## config.mk

```make
export PLATFORM = sky130hd
export DESIGN_NAME = uart_rx_ctrl_flat
export DESIGN_NICKNAME = d
export VERILOG_FILES = /design/src/rtl/uart_rx_ctrl_if.sv /design/src/rtl/uart_rx_ctrl.sv /design/src/flat_wrapper.sv
export SDC_FILE = /design/constraint.sdc
export NUM_CORES = 1
export LEC_CHECK = 0
export ABC_AREA = 1
export BUFFER_PORTS_ARGS = -buffer_cell sky130_fd_sc_hd__buf_2
export CELL_PAD_IN_SITES_DETAIL_PLACEMENT = 0
export CELL_PAD_IN_SITES_GLOBAL_PLACEMENT = 1
export CORE_AREA = 5 5 56 58
export DETAILED_ROUTE_END_ITERATION = 8
export DIE_AREA = 0 0 61 63
export PLACE_DENSITY = 0.84
export SKIP_CTS_REPAIR_TIMING = 1
export SYNTH_ARGS = -nofsm -noshare
export SYNTH_HDL_FRONTEND = slang
export SYNTH_SLANG_ARGS = --single-unit
```

## constraint.sdc

```tcl
create_clock -name clk -period 3.57 [get_ports clk]
set_clock_uncertainty 0.2 [all_clocks]
set_input_delay 0.357 -clock clk [delete_from_list [all_inputs] [get_ports clk]]
set_output_delay 0.357 -clock clk [all_outputs]
set_load 0.005 [all_outputs]
```

## src/rtl/uart_rx_ctrl_if.sv

```systemverilog
// uart_rx_ctrl_if
//   Bundles the signals between the UART receive frame controller and the
//   rest of the receive datapath (edge/bit counter, data sampler,
//   deserializer, status consumers).
//
// Signal summary:
//   RX_IN        serial line, idle high
//   PAR_EN       1 = frame carries a parity bit
//   PAR_TYP      0 = even parity, 1 = odd parity
//   Prescale     oversampling ratio (8, 16 or 32)
//   edge_cnt     oversampling edge position within the current bit
//   bit_cnt      bit position within the frame (0 = start)
//   sampled_bit  majority-sampled line value, valid at the check point
//   cnt_enable   enable to the edge/bit counter
//   smp_enable   enable to the data sampler
//   deser_en     one-cycle shift strobe per data bit
//   data_valid   one-cycle frame-good pulse
//   par_err      parity error, held until the next frame start
//   stp_err      stop (framing) error, held until the next frame start
//   strt_glitch  one-cycle false-start pulse
//   err_cnt      errored-frame count
//
// Modports:
//   master  the frame controller side
//   slave   the datapath side that feeds the controller and uses its outputs
interface uart_rx_ctrl_if;
  logic       RX_IN;
  logic       PAR_EN;
  logic       PAR_TYP;
  logic [5:0] Prescale;
  logic [4:0] edge_cnt;
  logic [3:0] bit_cnt;
  logic       sampled_bit;
  logic       cnt_enable;
  logic       smp_enable;
  logic       deser_en;
  logic       data_valid;
  logic       par_err;
  logic       stp_err;
  logic       strt_glitch;
  logic [7:0] err_cnt;

  modport master (
    input  RX_IN, PAR_EN, PAR_TYP, Prescale, edge_cnt, bit_cnt, sampled_bit,
    output cnt_enable, smp_enable, deser_en, data_valid, par_err, stp_err,
           strt_glitch, err_cnt
  );

  modport slave (
    output RX_IN, PAR_EN, PAR_TYP, Prescale, edge_cnt, bit_cnt, sampled_bit,
    input  cnt_enable, smp_enable, deser_en, data_valid, par_err, stp_err,
           strt_glitch, err_cnt
  );
endinterface

```

## src/rtl/uart_rx_ctrl.sv

```systemverilog
// uart_rx_ctrl
//   Frame-sequencing FSM for the UART receive path, running on the RX
//   oversampling clock. It enables the edge counter and data sampler for the
//   duration of a frame, consumes the sampled bit at each bit's check point,
//   strobes the deserializer for every data bit, checks for false starts,
//   parity and stop errors, and pulses data_valid for an error-free frame.
//
// Ports:
//   clk    oversampling clock
//   SRST   synchronous reset, active-high
//   bus    uart_rx_ctrl_if.master (see the interface file for signal list)
//
// Parameters:
//   CHK_OFS  check point offset; the check cycle is the one where
//            edge_cnt == (Prescale >> 1) + CHK_OFS (5-bit arithmetic)
//
// Build option:
//   UART_RX_ERR_CNT_EN  when defined, err_cnt is an 8-bit saturating count
//                       of errored frames (parity, stop or false start);
//                       otherwise err_cnt is tied to zero.
module uart_rx_ctrl #(
  parameter int CHK_OFS = 2
) (
  input  logic           clk,
  input  logic           SRST,
  uart_rx_ctrl_if.master bus
);

  typedef enum logic [2:0] {
    IDLE,
    START,
    DATA,
    PARITY,
    STOP
  } state_t;

  state_t     r_state;
  state_t     w_next;
  logic [4:0] w_chk;
  logic       w_check;
  logic       r_acc;
  logic       r_data_valid;
  logic       r_par_err;
  logic       r_stp_err;
  logic       r_strt_glitch;
  logic       w_start_entry;
  logic       w_glitch;
  logic       w_par_set;
  logic       w_stp_set;
  logic       w_frame_good;

  // The check point sits a couple of oversampling edges past mid-bit so the
  // majority sampler has already settled on its value.
  assign w_chk   = 5'((bus.Prescale >> 1) + 6'(CHK_OFS));
  assign w_check = (bus.edge_cnt == w_chk);

  // Frame events, shared by the next-state logic, the status registers and
  // the optional error counter.
  assign w_start_entry = (r_state == IDLE) && !bus.RX_IN;
  assign w_glitch      = (r_state == START) && w_check &&
                         (bus.bit_cnt == 4'd0) && bus.sampled_bit;
  assign w_par_set     = (r_state == PARITY) && w_check &&
                         (bus.sampled_bit != (r_acc ^ bus.PAR_TYP));
  assign w_stp_set     = (r_state == STOP) && w_check && !bus.sampled_bit;
  assign w_frame_good  = (r_state == STOP) && w_check && bus.sampled_bit &&
                         !r_par_err;

  // State register.
  always_ff @(posedge clk) begin
    if (SRST) begin
      r_state <= IDLE;
    end else begin
      r_state <= w_next;
    end
  end

  // Next-state logic. START and DATA advance as soon as the counter rolls
  // into the following bit, so the check cycle of bit 9/10 is never seen
  // by DATA. STOP returns to IDLE right after its check so the remaining
  // half stop bit is slack for a back-to-back start.
  always_comb begin
    w_next = r_state;
    case (r_state)
      IDLE: begin
        if (!bus.RX_IN) begin
          w_next = START;
        end
      end
      START: begin
        if (w_glitch) begin
          w_next = IDLE;
        end else if (bus.bit_cnt == 4'd1) begin
          w_next = DATA;
        end
      end
      DATA: begin
        if (bus.bit_cnt == 4'd9) begin
          w_next = bus.PAR_EN ? PARITY : STOP;
        end
      end
      PARITY: begin
        if (bus.bit_cnt == 4'd10) begin
          w_next = STOP;
        end
      end
      STOP: begin
        if (w_check) begin
          w_next = IDLE;
        end
      end
      default: w_next = IDLE;
    endcase
  end

  // Output decode from the state register; the shift strobe is the only
  // combinational pulse and lands in the data bit's check cycle.
  always_comb begin
    bus.cnt_enable = (r_state != IDLE);
    bus.smp_enable = (r_state != IDLE);
    bus.deser_en   = (r_state == DATA) && w_check;
  end

  // Registered status: pulses for one cycle after the triggering check,
  // sticky errors until the next frame start, and the running parity of
  // the data bits.
  always_ff @(posedge clk) begin
    if (SRST) begin
      r_data_valid  <= 1'b0;
      r_strt_glitch <= 1'b0;
      r_par_err     <= 1'b0;
      r_stp_err     <= 1'b0;
      r_acc         <= 1'b0;
    end else begin
      r_data_valid  <= w_frame_good;
      r_strt_glitch <= w_glitch;
      if (w_start_entry) begin
        r_par_err <= 1'b0;
        r_stp_err <= 1'b0;
        r_acc     <= 1'b0;
      end else begin
        if (w_par_set) begin
          r_par_err <= 1'b1;
        end
        if (w_stp_set) begin
          r_stp_err <= 1'b1;
        end
        if ((r_state == DATA) && w_check) begin
          r_acc <= r_acc ^ bus.sampled_bit;
        end
      end
    end
  end

  assign bus.data_valid  = r_data_valid;
  assign bus.strt_glitch = r_strt_glitch;
  assign bus.par_err     = r_par_err;
  assign bus.stp_err     = r_stp_err;

`ifdef UART_RX_ERR_CNT_EN
  logic [7:0] r_err_cnt;
  logic       w_err_inc;

  // A frame is counted once: a stop error that follows a parity error in the
  // same frame is already covered because par_err is still held.
  assign w_err_inc = w_par_set | (w_stp_set & ~r_par_err) | w_glitch;

  // Saturating errored-frame counter, cleared only by reset.
  always_ff @(posedge clk) begin
    if (SRST) begin
      r_err_cnt <= 8'd0;
    end else if (w_err_inc && (r_err_cnt != 8'hFF)) begin
      r_err_cnt <= r_err_cnt + 8'd1;
    end
  end

  assign bus.err_cnt = r_err_cnt;
`else
  assign bus.err_cnt = 8'd0;
`endif

endmodule

```

## src/flat_wrapper.sv

```systemverilog
// flat-port wrapper written by rule: the top's interface ports become plain ports
module uart_rx_ctrl_flat 
#(
  parameter int CHK_OFS = 2
)
  (clk, SRST, bus_RX_IN, bus_PAR_EN, bus_PAR_TYP, bus_Prescale, bus_edge_cnt, bus_bit_cnt, bus_sampled_bit, bus_cnt_enable, bus_smp_enable, bus_deser_en, bus_data_valid, bus_par_err, bus_stp_err, bus_strt_glitch, bus_err_cnt);
  uart_rx_ctrl_if bus_i ();
  input  logic clk;
  input  logic SRST;
  input wire logic [$bits(bus_i.RX_IN)-1:0] bus_RX_IN;
  input wire logic [$bits(bus_i.PAR_EN)-1:0] bus_PAR_EN;
  input wire logic [$bits(bus_i.PAR_TYP)-1:0] bus_PAR_TYP;
  input wire logic [$bits(bus_i.Prescale)-1:0] bus_Prescale;
  input wire logic [$bits(bus_i.edge_cnt)-1:0] bus_edge_cnt;
  input wire logic [$bits(bus_i.bit_cnt)-1:0] bus_bit_cnt;
  input wire logic [$bits(bus_i.sampled_bit)-1:0] bus_sampled_bit;
  output wire logic [$bits(bus_i.cnt_enable)-1:0] bus_cnt_enable;
  output wire logic [$bits(bus_i.smp_enable)-1:0] bus_smp_enable;
  output wire logic [$bits(bus_i.deser_en)-1:0] bus_deser_en;
  output wire logic [$bits(bus_i.data_valid)-1:0] bus_data_valid;
  output wire logic [$bits(bus_i.par_err)-1:0] bus_par_err;
  output wire logic [$bits(bus_i.stp_err)-1:0] bus_stp_err;
  output wire logic [$bits(bus_i.strt_glitch)-1:0] bus_strt_glitch;
  output wire logic [$bits(bus_i.err_cnt)-1:0] bus_err_cnt;
  assign bus_i.RX_IN = bus_RX_IN;
  assign bus_i.PAR_EN = bus_PAR_EN;
  assign bus_i.PAR_TYP = bus_PAR_TYP;
  assign bus_i.Prescale = bus_Prescale;
  assign bus_i.edge_cnt = bus_edge_cnt;
  assign bus_i.bit_cnt = bus_bit_cnt;
  assign bus_i.sampled_bit = bus_sampled_bit;
  assign bus_cnt_enable = bus_i.cnt_enable;
  assign bus_smp_enable = bus_i.smp_enable;
  assign bus_deser_en = bus_i.deser_en;
  assign bus_data_valid = bus_i.data_valid;
  assign bus_par_err = bus_i.par_err;
  assign bus_stp_err = bus_i.stp_err;
  assign bus_strt_glitch = bus_i.strt_glitch;
  assign bus_err_cnt = bus_i.err_cnt;
  uart_rx_ctrl #(.CHK_OFS(CHK_OFS)) u_core (.clk(clk), .SRST(SRST), .bus(bus_i));
endmodule
```

==> results by group <==
CTS
  – Root buf cell: clkbuf_4
  – Sink Count: 8
  – CTS buffer count: 3
  – CTS tree: yes
  – Worst-Skew Late Latency: 0.25 ns
  – H-tree levels: 1
  – Clock buffer depth: 2
  – Clock transition at path regs: 0.05 ns

Global routing
  – Initial antenna violation count: 0
  – Total global routing overflow: 0
  – First-pass GRT wire length: 2380 um
  – Tot GR Track Use: 8.04%
  – Largest net degree at the start of global routing: 6
  – Vias in the first global route: 622

Setup path
  – CP startpoint kind: input port
  – Critical path arrival: 1.53 ns
  – Worst-case reg-to-reg path depth: 11
  – Worst Path Max Fanout: 4
  – CP Class: input port to primary output
  – Data required, critical path: 3.01 ns
  – Critical path's slowest cell: ha_1
  – CP Capture Type: primary output
  – Crit-path cells: buf_2 -> ha_1 -> inv_1 -> nand2_1 -> nand2_1 -> nand2_2 -> nor2_4 -> nand3_4 -> inv_2 -> nand2_1 -> inv_2 -> buf_2
  – Cell mode on critical path: nand2_1
  – Critical Path Max Stage Delay: 0.30 ns

Placed design
  – Post-DP Area: 881 um^2
  – DP HPWL: 1390 um
  – GP Congestion: 0.766
  – Placed Cells: 180
  – I/O Buffers: 26

Finish
  – Nets: 176
  – Final instance area: 903 um^2
  – Finished Layout Cells: 183
  – ANT cells: 0
  – Most frequent cells in the layout: nand2_1 (33), buf_2 (26), inv_1 (22), nand3_1 (9)
  – Fill cells: 296
  – Most common cell after layout, fill and taps aside: nand2_1
  – Layout cells sized above 1: 30.3%
  – Synth-to-Final Area Change: 19.9%

Power
  – Peak supply drop: 0.204 mV
  – Leak: 0.000522 uW
  – Tot Pwr: 387 uW
  – Power density cells: 429 nW/um^2

Timing
  – Fin. Hold Viols: 0
  – Relative slew slack: 64.7%
  – Least-Margin Pin Slew: 0.526 ns
  – Setup total negative slack: 0 ns
  – Minimum clock period: 2.09 ns
  – Slew Viols, Final: 0
  – Unrepaired setup endpoints after global routing: no
  – Worst hold slack: 0.133 ns
  – # setup viols final: 0
  – Fmax: 479 MHz
  – Period utilisation layout: 58.5%

Logic synthesis
  – Top-area cell type share of the netlist area: 21.3%
  – Synthesized instance count: 125
  – Post-synthesis sequential area ratio: 21.3%
  – Yosys reg bits: 8
  – Distinct cell type count after synthesis: 26
  – Synth warn: 0
  – Ranking of synthesized cells by area: dfxtp_1 (21%), nand2_1 (16%), inv_1 (11%)
  – Synthesized area: 753 um^2
  – Yosys top cell by area: dfxtp_1
  – Syn Area/Cell: 6.03 um^2

Drt
  – DR vias: 758
  – DR pass1 iterations: 4
  – Avg WL per Cell: 8.36 um
  – DR DRC count: 0
  – Via density: 4.14
  – Antenna Nets Post-Route: 0
  – First DRT Iteration DRCs: 11
  – Wirelength, routed: 1530 um

Die
  – Initial core utilization: 28.8%
  – Die X: 61 um
  – # IOs: 36
  – Num rows: 19
  – Core region area: 2620 um^2
  – Die Span Y: 63 um
  – Die area: 3840 um^2

Run status
  – Status: finished, final reports clean

Hold path
  – Min-Delay Path Class: input port to register
  – Hold Path Stages: 2

Flow run
  – Max Cap Viol: 0
[per-layer routing]
layer / routed length [um] / global-route usage (%) / vias up
li1: - / - / 416
met1: 609 / 9.11 / 317
met2: 775 / 13.6 / 23
met3: 136 / 2.89 / 2
met4: 7 / 2.44 / 0
met5: 0 / 0 / -
[worst paths after layout]
check / start / to / slack [ns]
setup / recovery: bus_Prescale[2] / bus_deser_en / 1.48
hold / removal: SRST / u_core.r_state[2] / 0.13
setup reg to reg: u_core.r_state[0] / u_core.r_state[0] / 2.04
hold reg to reg: u_core.bus.stp_err / u_core.bus.stp_err / 0.25
[synthesized netlist by cell type]
cell type,count
ha_1,1
nand4_1,1
a21oi_1,6
buf_4,9
o21ai_0,1
a21oi_2,1
nand2_2,5
nand2_1,33
nand3_4,1
nand2_4,1
nand3_1,9
dfxtp_1,8
nor3_1,3
nand3_2,1
o21ai_1,1
nand3b_1,2
nor2_2,1
clkinv_2,1
inv_2,4
xor2_1,2
conb_1,1
o21ai_2,1
nor2_4,1
nor2_1,8
inv_1,22
xnor2_1,1
[state kept, by name (all words and copies together) (netlist names)]
signal                  flops
u_core.r_state              3
u_core.bus.data_valid       1
u_core.bus.par_err          1
u_core.bus.stp_err          1
u_core.bus.strt_glitch      1
u_core.r_acc                1
[where the power goes]
| part | switching [uW] | leakage (uW) | internal (uW) |
|---|---|---|---|
| Sequential | 15.7 | 0.0000649 | 102 |
| Combinational | 121 | 0.000444 | 79.8 |
| Clock | 30.1 | 0.0000138 | 38.4 |
| Total | 167 | 0.000522 | 220 |
[per-stage QoR]
stage | util (%) | setup WS [ns]
global placement | 33.7 | 1.48
detailed placement | 33.7 | 1.46
global route | 34.5 | 1.36
finish | 34.5 | 1.48
CTS | 34.5 | 1.46
floorplan | - | 1.78
[critical path: cells and delay by family]
| kind | cells | cell delay [ns] |
|---|---|---|
| adders and majority gates | 1 | 0.30 |
| and+or+nand+nor | 6 | 0.45 |
| buffers and inverters | 5 | 0.42 |
[logic make-up after synthesis]
group | after synthesis | synth area share [%]
XOR/XNOR | 3 | 3.49
flip-flops | 8 | 21.3
other | 1 | 0.498
adder cells (fa/ha/maj) | 1 | 1.66
buffers and inverters | 36 | 22.6
AND/OR/NAND/NOR | 66 | 42.9
AO/OA/AOI/OAI | 10 | 7.64
[layout make-up]
class	instances	area [um^2]	area share, %
inverters	27	103	11.4
multi-input cells	88	449	49.7
flip-flops and latches	8	160	17.7
clock buffers	3	22.5	2.49
repair buffers	26	130	14.4
well taps	31	38.8	4.29
Note: power is estimated with default switching activity, not from simulation.
